## config.mk

```make
export PLATFORM = sky130hd
export DESIGN_NAME = alu_seq_ctrl_flat
export DESIGN_NICKNAME = d
export VERILOG_FILES = /design/src/rtl/alu_seq_ctrl_pkg.sv /design/src/rtl/alu_seq_ctrl_if.sv /design/src/rtl/alu_seq_ctrl_seq_divider.sv /design/src/rtl/alu_seq_ctrl.sv /design/src/flat_wrapper.sv
export SDC_FILE = /design/constraint.sdc
export NUM_CORES = 1
export LEC_CHECK = 0
export BUFFER_PORTS_ARGS = -buffer_cell sky130_fd_sc_hd__buf_2
export CAP_MARGIN = 20
export CORE_MARGIN = 10
export CORE_UTILIZATION = 30
export DETAILED_ROUTE_END_ITERATION = 10
export HOLD_SLACK_MARGIN = 0.02
export PLACE_DENSITY = 0.52
export SYNTH_ARGS = -nofsm -noshare
export SYNTH_HDL_FRONTEND = slang
export SYNTH_SLANG_ARGS = --single-unit
```

## constraint.sdc

```tcl
create_clock -name clk -period 5.6 [get_ports clk]
set_clock_uncertainty 0.1 [all_clocks]
set_input_delay 1.12 -clock clk [delete_from_list [all_inputs] [get_ports clk]]
set_output_delay 1.12 -clock clk [all_outputs]
set_load 0.005 [all_outputs]
```

## src/rtl/alu_seq_ctrl_pkg.sv

```systemverilog
// Shared types for the ALU sequencer: opcode and FSM state encodings,
// plus a helper that recognises the opcodes routed to the divider.
package alu_seq_pkg;

    // Opcode literals carry an OP_ prefix so they cannot collide with the
    // DIV state name below.
    typedef enum logic [3:0] {
        OP_ADD = 4'd0,
        OP_SUB = 4'd1,
        OP_MUL = 4'd2,
        OP_DIV = 4'd3,
        OP_MOD = 4'd4,
        OP_AND = 4'd5,
        OP_OR  = 4'd6,
        OP_XOR = 4'd7,
        OP_SLL = 4'd8,
        OP_SRL = 4'd9
    } op_t;

    typedef enum logic [1:0] {
        IDLE = 2'd0,
        DIV  = 2'd1,
        DONE = 2'd2
    } state_t;

    // Highest legal opcode; anything above it is reported as an error.
    localparam int OP_LAST = 9;

    function automatic logic isDivOp(input logic [3:0] op);
        return (op == OP_DIV) || (op == OP_MOD);
    endfunction

endpackage

```

## src/rtl/alu_seq_ctrl_if.sv

```systemverilog
// Command/response bundle between the datapath and the ALU sequencer.
// The master issues commands and consumes results; the slave is the sequencer.
interface alu_seq_ctrl_if #(parameter int M = 4);

    logic         in_valid;
    logic         in_ready;
    logic [M-1:0] in_a;
    logic [M-1:0] in_b;
    logic [3:0]   in_op;

    logic         out_valid;
    logic         out_ready;
    logic [M-1:0] out_q;
    logic         out_z;
    logic         out_n;
    logic         out_c;
    logic         out_v;
    logic         out_dz;
    logic         out_err;

    modport master (
        output in_valid, in_a, in_b, in_op, out_ready,
        input  in_ready, out_valid, out_q, out_z, out_n, out_c, out_v, out_dz, out_err
    );

    modport slave (
        input  in_valid, in_a, in_b, in_op, out_ready,
        output in_ready, out_valid, out_q, out_z, out_n, out_c, out_v, out_dz, out_err
    );

endinterface

```

## src/rtl/alu_seq_ctrl_seq_divider.sv

```systemverilog
// Unsigned restoring divider, one quotient bit per clock. The first bit is
// resolved on the start edge itself, so the final quotient/remainder are in
// the registers M-1 edges later, flagged by a one-cycle done pulse.
module seq_divider #(
    parameter int M = 4
) (
    input  logic         i_clk,
    input  logic         i_rst_n,
    input  logic         i_start,
    input  logic [M-1:0] i_dividend,
    input  logic [M-1:0] i_divisor,
    output logic [M-1:0] o_quotient,
    output logic [M-1:0] o_remainder,
    output logic         o_done
);

    localparam int CW = $clog2(M + 1);

    logic [M-1:0]  r_quo;
    logic [M-1:0]  r_rem;
    logic [M-1:0]  r_div;
    logic [CW-1:0] r_cnt;
    logic          r_busy;
    logic          r_done;

    // One restoring step: shift the next dividend bit into the partial
    // remainder, subtract the divisor, keep the difference only if it did not
    // borrow. Returns {remainder, quotient}.
    function automatic logic [2*M-1:0] divStep(
        input logic [M-1:0] rem,
        input logic [M-1:0] quo,
        input logic [M-1:0] dvs
    );
        logic [M:0] shifted;
        logic [M:0] trial;
        shifted = {rem, quo[M-1]};
        trial   = shifted - {1'b0, dvs};
        if (trial[M]) begin
            divStep = {shifted[M-1:0], quo[M-2:0], 1'b0};
        end else begin
            divStep = {trial[M-1:0], quo[M-2:0], 1'b1};
        end
    endfunction

    // Load-and-first-step on start, then one step per clock until the count runs out.
    always_ff @(posedge i_clk or negedge i_rst_n) begin
        if (!i_rst_n) begin
            r_quo  <= '0;
            r_rem  <= '0;
            r_div  <= '0;
            r_cnt  <= '0;
            r_busy <= 1'b0;
            r_done <= 1'b0;
        end else if (i_start) begin
            {r_rem, r_quo} <= divStep('0, i_dividend, i_divisor);
            r_div  <= i_divisor;
            r_cnt  <= CW'(M - 1);
            r_busy <= 1'b1;
            r_done <= 1'b0;
        end else if (r_busy) begin
            {r_rem, r_quo} <= divStep(r_rem, r_quo, r_div);
            r_cnt <= r_cnt - CW'(1);
            if (r_cnt == CW'(1)) begin
                r_busy <= 1'b0;
                r_done <= 1'b1;
            end
        end else begin
            r_done <= 1'b0;
        end
    end

    assign o_quotient  = r_quo;
    assign o_remainder = r_rem;
    assign o_done      = r_done;

endmodule

```

## src/rtl/alu_seq_ctrl.sv

```systemverilog
// ALU sequencer: accepts one command per handshake, evaluates single-cycle
// operations inline and hands divide/modulo to the iterative divider, then
// presents a registered result with flags until the consumer takes it.
module alu_seq_ctrl #(
    parameter int M = 4
) (
    input  logic         clk,
    input  logic         rst_n,
    alu_seq_ctrl_if.slave bus
);

    import alu_seq_pkg::*;

    localparam logic [M:0] SHIFT_LIMIT = (M + 1)'(M);

    state_t       r_state;
    logic [M-1:0] r_q;
    logic         r_z;
    logic         r_n;
    logic         r_c;
    logic         r_v;
    logic         r_dz;
    logic         r_err;
    logic         r_isMod;

    logic         w_inReady;
    logic         w_accept;
    logic         w_toDiv;
    logic         w_divStart;
    logic         w_divDone;
    logic [M-1:0] w_quo;
    logic [M-1:0] w_rem;

    logic [M:0]     w_sum;
    logic [M:0]     w_diff;
    logic [2*M-1:0] w_prod;
    logic           w_bigShift;
    logic           w_illegal;
    logic [M-1:0]   w_q;
    logic           w_c;
    logic           w_v;
    logic           w_dz;

    // In DONE a new command may only enter if the current result leaves at the same edge.
    assign w_inReady  = (r_state == IDLE) || ((r_state == DONE) && bus.out_ready);
    assign w_accept   = bus.in_valid && w_inReady;
    assign w_toDiv    = isDivOp(bus.in_op) && (bus.in_b != '0);
    assign w_divStart = w_accept && w_toDiv;

    assign w_sum      = {1'b0, bus.in_a} + {1'b0, bus.in_b};
    assign w_diff     = {1'b0, bus.in_a} - {1'b0, bus.in_b};
    assign w_prod     = {{M{1'b0}}, bus.in_a} * {{M{1'b0}}, bus.in_b};
    assign w_bigShift = {1'b0, bus.in_b} >= SHIFT_LIMIT;
    assign w_illegal  = bus.in_op > 4'(OP_LAST);

    seq_divider #(.M(M)) u_div (
        .i_clk       (clk),
        .i_rst_n     (rst_n),
        .i_start     (w_divStart),
        .i_dividend  (bus.in_a),
        .i_divisor   (bus.in_b),
        .o_quotient  (w_quo),
        .o_remainder (w_rem),
        .o_done      (w_divDone)
    );

    // Single-cycle result and C/V/dz for the command currently on the bus;
    // DIV/MOD only land here with a zero divisor.
    always_comb begin
        w_q  = '0;
        w_c  = 1'b0;
        w_v  = 1'b0;
        w_dz = 1'b0;
        case (bus.in_op)
            OP_ADD: begin
                w_q = w_sum[M-1:0];
                w_c = w_sum[M];
                w_v = (bus.in_a[M-1] == bus.in_b[M-1]) && (w_sum[M-1] != bus.in_a[M-1]);
            end
            OP_SUB: begin
                w_q = w_diff[M-1:0];
                w_c = ~w_diff[M];
                w_v = (bus.in_a[M-1] != bus.in_b[M-1]) && (w_diff[M-1] != bus.in_a[M-1]);
            end
            OP_MUL: begin
                w_q = w_prod[M-1:0];
                w_v = |w_prod[2*M-1:M];
            end
            OP_DIV: begin
                w_q  = '1;
                w_dz = 1'b1;
            end
            OP_MOD: begin
                w_q  = bus.in_a;
                w_dz = 1'b1;
            end
            OP_AND: w_q = bus.in_a & bus.in_b;
            OP_OR:  w_q = bus.in_a | bus.in_b;
            OP_XOR: w_q = bus.in_a ^ bus.in_b;
            OP_SLL: w_q = w_bigShift ? '0 : (bus.in_a << bus.in_b);
            OP_SRL: w_q = w_bigShift ? '0 : (bus.in_a >> bus.in_b);
            default: w_q = '0;
        endcase
    end

    // Control FSM: route accepted commands, wait out the divider, hold results.
    always_ff @(posedge clk or negedge rst_n) begin
        if (!rst_n) begin
            r_state <= IDLE;
        end else begin
            case (r_state)
                IDLE: begin
                    if (w_accept) begin
                        r_state <= w_toDiv ? DIV : DONE;
                    end
                end
                DIV: begin
                    if (w_divDone) begin
                        r_state <= DONE;
                    end
                end
                DONE: begin
                    if (w_accept) begin
                        r_state <= w_toDiv ? DIV : DONE;
                    end else if (bus.out_ready) begin
                        r_state <= IDLE;
                    end
                end
                default: r_state <= IDLE;
            endcase
        end
    end

    // Result registers: loaded on a single-cycle accept or when the divider finishes.
    always_ff @(posedge clk or negedge rst_n) begin
        if (!rst_n) begin
            r_q     <= '0;
            r_z     <= 1'b0;
            r_n     <= 1'b0;
            r_c     <= 1'b0;
            r_v     <= 1'b0;
            r_dz    <= 1'b0;
            r_err   <= 1'b0;
            r_isMod <= 1'b0;
        end else if (w_accept && !w_toDiv) begin
            r_q   <= w_q;
            r_z   <= (w_q == '0);
            r_n   <= w_q[M-1];
            r_c   <= w_c;
            r_v   <= w_v;
            r_dz  <= w_dz;
            r_err <= w_illegal;
        end else if (w_accept) begin
            r_isMod <= (bus.in_op == OP_MOD);
        end else if ((r_state == DIV) && w_divDone) begin
            r_q   <= r_isMod ? w_rem : w_quo;
            r_z   <= ((r_isMod ? w_rem : w_quo) == '0);
            r_n   <= r_isMod ? w_rem[M-1] : w_quo[M-1];
            r_c   <= 1'b0;
            r_v   <= 1'b0;
            r_dz  <= 1'b0;
            r_err <= 1'b0;
        end
    end

    assign bus.in_ready  = w_inReady;
    assign bus.out_valid = (r_state == DONE);
    assign bus.out_q     = r_q;
    assign bus.out_z     = r_z;
    assign bus.out_n     = r_n;
    assign bus.out_c     = r_c;
    assign bus.out_v     = r_v;
    assign bus.out_dz    = r_dz;
    assign bus.out_err   = r_err;

endmodule

```

## src/flat_wrapper.sv

```systemverilog
// flat-port wrapper written by rule: the top's interface ports become plain ports
module alu_seq_ctrl_flat import alu_seq_pkg::*;
#(
    parameter int M = 4
)
  (clk, rst_n, bus_in_valid, bus_in_a, bus_in_b, bus_in_op, bus_out_ready, bus_in_ready, bus_out_valid, bus_out_q, bus_out_z, bus_out_n, bus_out_c, bus_out_v, bus_out_dz, bus_out_err);
  alu_seq_ctrl_if #(.M(M)) bus_i ();
  input  logic clk;
  input  logic rst_n;
  input wire logic [$bits(bus_i.in_valid)-1:0] bus_in_valid;
  input wire logic [$bits(bus_i.in_a)-1:0] bus_in_a;
  input wire logic [$bits(bus_i.in_b)-1:0] bus_in_b;
  input wire logic [$bits(bus_i.in_op)-1:0] bus_in_op;
  input wire logic [$bits(bus_i.out_ready)-1:0] bus_out_ready;
  output wire logic [$bits(bus_i.in_ready)-1:0] bus_in_ready;
  output wire logic [$bits(bus_i.out_valid)-1:0] bus_out_valid;
  output wire logic [$bits(bus_i.out_q)-1:0] bus_out_q;
  output wire logic [$bits(bus_i.out_z)-1:0] bus_out_z;
  output wire logic [$bits(bus_i.out_n)-1:0] bus_out_n;
  output wire logic [$bits(bus_i.out_c)-1:0] bus_out_c;
  output wire logic [$bits(bus_i.out_v)-1:0] bus_out_v;
  output wire logic [$bits(bus_i.out_dz)-1:0] bus_out_dz;
  output wire logic [$bits(bus_i.out_err)-1:0] bus_out_err;
  assign bus_i.in_valid = bus_in_valid;
  assign bus_i.in_a = bus_in_a;
  assign bus_i.in_b = bus_in_b;
  assign bus_i.in_op = bus_in_op;
  assign bus_i.out_ready = bus_out_ready;
  assign bus_in_ready = bus_i.in_ready;
  assign bus_out_valid = bus_i.out_valid;
  assign bus_out_q = bus_i.out_q;
  assign bus_out_z = bus_i.out_z;
  assign bus_out_n = bus_i.out_n;
  assign bus_out_c = bus_i.out_c;
  assign bus_out_v = bus_i.out_v;
  assign bus_out_dz = bus_i.out_dz;
  assign bus_out_err = bus_i.out_err;
  alu_seq_ctrl #(.M(M)) u_core (.clk(clk), .rst_n(rst_n), .bus(bus_i));
endmodule
```

==> report_table.html <==
<table>
<tr><th>Metric</th><th>Value</th></tr>
<tr><th colspan="2">Power</th></tr>
<tr><td>Power Dens Cells</td><td>309 nW/um2</td></tr>
<tr><td>Standby leakage power</td><td>~0.0015 uW</td></tr>
<tr><td>Peak supply drop</td><td>0.000107 V</td></tr>
<tr><th colspan="2">Yosys</th></tr>
<tr><td>Area fraction in compound gates after synthesis</td><td>0.242</td></tr>
<tr><td>Top cells by area in the synthesized netlist</td><td>sky130_fd_sc_hd__dfrtp_1 25%, sky130_fd_sc_hd__ha_1 14%, sky130_fd_sc_hd__fa_1 4.9%</td></tr>
<tr><td>Synth area leader</td><td>sky130_fd_sc_hd__dfrtp_1</td></tr>
<tr><td>Flops &amp; latches, synth</td><td>29</td></tr>
<tr><td>Count of cell types in the netlist</td><td>55</td></tr>
<tr><td>Net Count, Synth</td><td>between 400 and 500</td></tr>
<tr><td>Syn Area/Cell</td><td>8.28 um2</td></tr>
<tr><td>Most common cell in the netlist</td><td>sky130_fd_sc_hd__nor2_1</td></tr>
<tr><td>Synth top area share</td><td>0.252</td></tr>
<tr><td>Sequential area share after synthesis</td><td>0.252</td></tr>
<tr><td>Top post-synthesis cells by count</td><td>36 x sky130_fd_sc_hd__nor2_1, 34 x sky130_fd_sc_hd__nand2_1, 33 x sky130_fd_sc_hd__ha_1, 33 x sky130_fd_sc_hd__inv_1, 29 x sky130_fd_sc_hd__dfrtp_1</td></tr>
<tr><td>Cell Area, Synth</td><td>2880 um2</td></tr>
<tr><td>Xor and xnor area share after synthesis</td><td>0.0213</td></tr>
<tr><td>Dominant synthesized flop cell</td><td>sky130_fd_sc_hd__dfrtp_1</td></tr>
<tr><td>Portion of netlist area occupied by mux cells</td><td>0.0456</td></tr>
<tr><td>Largest family of logic cells by synthesized area</td><td>compound AO/OA/AOI/OAI gates</td></tr>
<tr><td>Proportion of register bits with asynchronous set or reset after synthesis</td><td>1.00</td></tr>
<tr><td>Simple-gate share of the synthesized area</td><td>0.175</td></tr>
<tr><td>Yosys Warn Count</td><td>0</td></tr>
<tr><td>Synth Area in Adders</td><td>0.192</td></tr>
<tr><td>Instance count of the mapped netlist</td><td>348</td></tr>
<tr><td>Count of flip-flops with a built-in enable after synthesis</td><td>0</td></tr>
<tr><th colspan="2">STA</th></tr>
<tr><td>Tightest Pin Transition</td><td>0.739 ns</td></tr>
<tr><td>Final Critical Period</td><td>3.94 ns</td></tr>
<tr><td>Fmax</td><td>0.254 GHz</td></tr>
<tr><td>Final-report hold violation count</td><td>0</td></tr>
<tr><td>Number of setup violations in the final report</td><td>0</td></tr>
<tr><td>Total Negative Setup Slacks</td><td>0 ns</td></tr>
<tr><td>RSZ-0062 raised after global routing</td><td>no</td></tr>
<tr><td>Final Max Slew Viols</td><td>0</td></tr>
<tr><td>Part of the cycle the worst path needs</td><td>0.704</td></tr>
<tr><td>Headroom to the max-slew limit</td><td>0.505</td></tr>
<tr><th colspan="2">CTS</th></tr>
<tr><td>Skew-Pair Late Insertion Delay</td><td>approximately 0.28 ns</td></tr>
<tr><td>Clock Sink Count</td><td>29</td></tr>
<tr><td>Number of resized instances in the post-cts repair step</td><td>0</td></tr>
<tr><td>Longest Clk Path Bufs</td><td>2</td></tr>
<tr><td>Number of H-tree levels</td><td>2</td></tr>
<tr><td>TritonCTS clock tree</td><td>yes</td></tr>
<tr><td>Hold bufs inserted after CTS</td><td>0</td></tr>
<tr><td>Clock Pin Slew Worst Setup and Hold Paths</td><td>approximately 0.060 ns</td></tr>
<tr><td>Setup fix buffers added after clock tree synthesis</td><td>0</td></tr>
<tr><td>Root Driver</td><td>sky130_fd_sc_hd__clkbuf_8</td></tr>
<tr><td>Number of clock buffers inserted by TritonCTS</td><td>5</td></tr>
<tr><th colspan="2">Critical path</th></tr>
<tr><td>Category of the critical setup timing path</td><td>input pin to register</td></tr>
<tr><td>Worst endpoint required time</td><td>roughly 5.6 ns</td></tr>
<tr><td>Highest net fanout along the worst path</td><td>14</td></tr>
<tr><td>CP startpoint kind</td><td>input pin</td></tr>
<tr><td>Nature of the critical path endpoint</td><td>register</td></tr>
<tr><td>Critical Path AT</td><td>between 3 and 4 ns</td></tr>
<tr><th colspan="2">Drt</th></tr>
<tr><td>DR iter-0 viols</td><td>approximately 320</td></tr>
<tr><td>Final Routed Wirelength</td><td>approximately 8000 um</td></tr>
<tr><td>Via Count</td><td>between 2,000 and 3,000</td></tr>
<tr><td>Average detailed-routed wire length per instance</td><td>between 15 and 20 um</td></tr>
<tr><td>Residual DRC</td><td>0</td></tr>
<tr><td>Detail-routed via count per cell</td><td>5.20</td></tr>
<tr><td>First-pass detailed-route iteration total</td><td>4</td></tr>
<tr><td>Number of nets with antenna violations after routing</td><td>0</td></tr>
<tr><th colspan="2">GRT</th></tr>
<tr><td>Largest net degree at the start of global routing</td><td>31</td></tr>
<tr><td>Vias in the first global route</td><td>between 2,000 and 3,000</td></tr>
<tr><td>First-pass GRT wire length</td><td>approximately 14,000 um</td></tr>
<tr><td>Total global-route track usage</td><td>0.116</td></tr>
<tr><td>Initial antenna violation count</td><td>0</td></tr>
<tr><td>Gr ovfl total</td><td>0</td></tr>
<tr><th colspan="2">Flow run</th></tr>
<tr><td>Count of max-cap constraint violations</td><td>0</td></tr>
<tr><th colspan="2">Floorplan</th></tr>
<tr><td>Vertical die dimension</td><td>roughly 120 um</td></tr>
<tr><td>Horiz. Die Dim</td><td>around 120 um</td></tr>
<tr><td>Initial core utilization</td><td>0.310</td></tr>
<tr><td>Total die area</td><td>roughly 14,000 um2</td></tr>
<tr><td>Number of standard-cell rows in the floorplan</td><td>35</td></tr>
<tr><td>Core footprint</td><td>around 9300 um2</td></tr>
<tr><td>Boundary Pins</td><td>28</td></tr>
<tr><th colspan="2">Final layout</th></tr>
<tr><td>Signed area change from the synthesized netlist to the final layout</td><td>10.2%</td></tr>
<tr><td>Area of the multi-input gates</td><td>1950 um2</td></tr>
<tr><td>Share of layout cells above drive strength 1</td><td>0.110</td></tr>
<tr><td># diodes</td><td>0</td></tr>
<tr><td>Filler instances</td><td>slightly above 1,000</td></tr>
<tr><td>Final net count</td><td>420</td></tr>
<tr><td>Fin util</td><td>0.342</td></tr>
<tr><td>Sequential cell area</td><td>slightly above 700 um2</td></tr>
<tr><th colspan="2">Placed design</th></tr>
<tr><td>IO Port Bufs</td><td>27</td></tr>
<tr><td>Final weighted congestion of routability-driven global placement</td><td>about 0.95</td></tr>
<tr><td>Detail Placement HPWL</td><td>6200 um</td></tr>
<tr><th colspan="2">Status</th></tr>
<tr><td>Outcome</td><td>finished, final reports clean</td></tr>
<tr><th colspan="2">Min path</th></tr>
<tr><td>Path class of the lowest-slack min-delay path</td><td>register to register</td></tr>
</table>
critical path, stage by stage:
cell and delay [ns]:
sky130_fd_sc_hd__buf_2 0.26, sky130_fd_sc_hd__nand2_1 0.11, sky130_fd_sc_hd__fa_1 0.49, sky130_fd_sc_hd__inv_1 0.06, sky130_fd_sc_hd__fa_1 0.52, sky130_fd_sc_hd__ha_1 0.32
sky130_fd_sc_hd__a21o_1 0.16, sky130_fd_sc_hd__a21oi_1 0.16, sky130_fd_sc_hd__mux2i_1 0.19, sky130_fd_sc_hd__o2111ai_1 0.12, sky130_fd_sc_hd__a221oi_1 0.33, sky130_fd_sc_hd__o22ai_1 0.13
logic make-up (layout without fill, tap and decap cells):
kind of cell,after synthesis,after routing
simple gates,106,106
compound gates,102,102
flops,29,29
xor+xnor,7,7
fa+ha+maj,40,40
mux,13,13
buf+inv,51,68
sequential cells by signal (all words and copies together) (netlist names):
register and flops:
u_core.u_div.o_quotient 4, u_core.u_div.o_remainder 4, u_core.u_div.r_div 4, u_core.bus.out_q 3
u_core.u_div.r_cnt 3, u_core.r_state 2, u_core.bus.out_c 1, u_core.bus.out_dz 1
u_core.bus.out_err 1, u_core.bus.out_n 1, u_core.bus.out_v 1, u_core.bus.out_z 1
u_core.r_isMod 1, u_core.u_div.o_done 1, u_core.u_div.r_busy 1
routing by layer:
metal / vias up / track usage / part of all wire
met4: 0 / 0.0363 / 0.021
li1: 1264 / - / -
met3: 17 / 0.0249 / 0.048
met1: 1227 / 0.151 / 0.47
met5: - / 0 / 0
met2: 62 / 0.187 / 0.46
cells in the final DEF, fill, tap and decap left out, drive strengths merged, types with 3 or more instances in the layout:
master,count
nor2,36
nand2,34
inv,33
ha,33
dfrtp,29
a21oi,28
buf,27
o21ai,22
mux2i,12
nand3,8
clkbuf,8
nand2b,7
fa,7
nor2b,6
a21o,6
xor2,5
o211ai,4
o22ai,4
nand3b,3
nor3,3
a31oi,3
nand4,3
a211oi,3
o221ai,3
o311ai,3
final timing paths:
kind | from | slack (ns) | endpoint | depth (start not counted)
worst max-delay path | bus_in_b[1] | 1.66 | u_core.bus.out_v | 12
worst min-delay path | u_core.u_div.r_div[3] | 0.38 | u_core.u_div.r_div[3] | 2
worst max register to register | u_core.u_div.o_quotient[3] | 3.14 | u_core.u_div.o_remainder[1] | 9
worst min register to register | u_core.u_div.r_div[3] | 0.38 | u_core.u_div.r_div[3] | 2
max in group asynchronous | rst_n | 4.19 | u_core.bus.out_q[0] | 1
min in group asynchronous | rst_n | 0.78 | u_core.u_div.r_cnt[0] | 1
where the power goes:
group	switching [uW]	internal, uW	total (uW)
clock network	76.5	88.0	165
logic	250	209	459
registers	73.2	284	358
total	400	581	981
area by class of cell:
class / instances / area share
inverter: 33 / 0.0390
timing repair buffer: 27 / 0.0426
tap: 129 / 0.0508
sequential: 29 / 0.229
multi-input combinational: 268 / 0.614
clock buffer: 8 / 0.0252
per-stage QoR:
stage	hold WS (ns)	instance area (um2)	cells	worst slack, ns	total power [uW]
after floorplan	0.350	2880	348	1.55	691
after global placement	0.368	3090	486	1.39	814
after detailed placement	0.376	3090	486	1.36	823
after CTS	0.391	3170	494	1.65	996
after global routing	0.419	3170	494	1.44	1090
final	0.383	3170	494	1.66	981
Power figures use the tool's default switching activity.
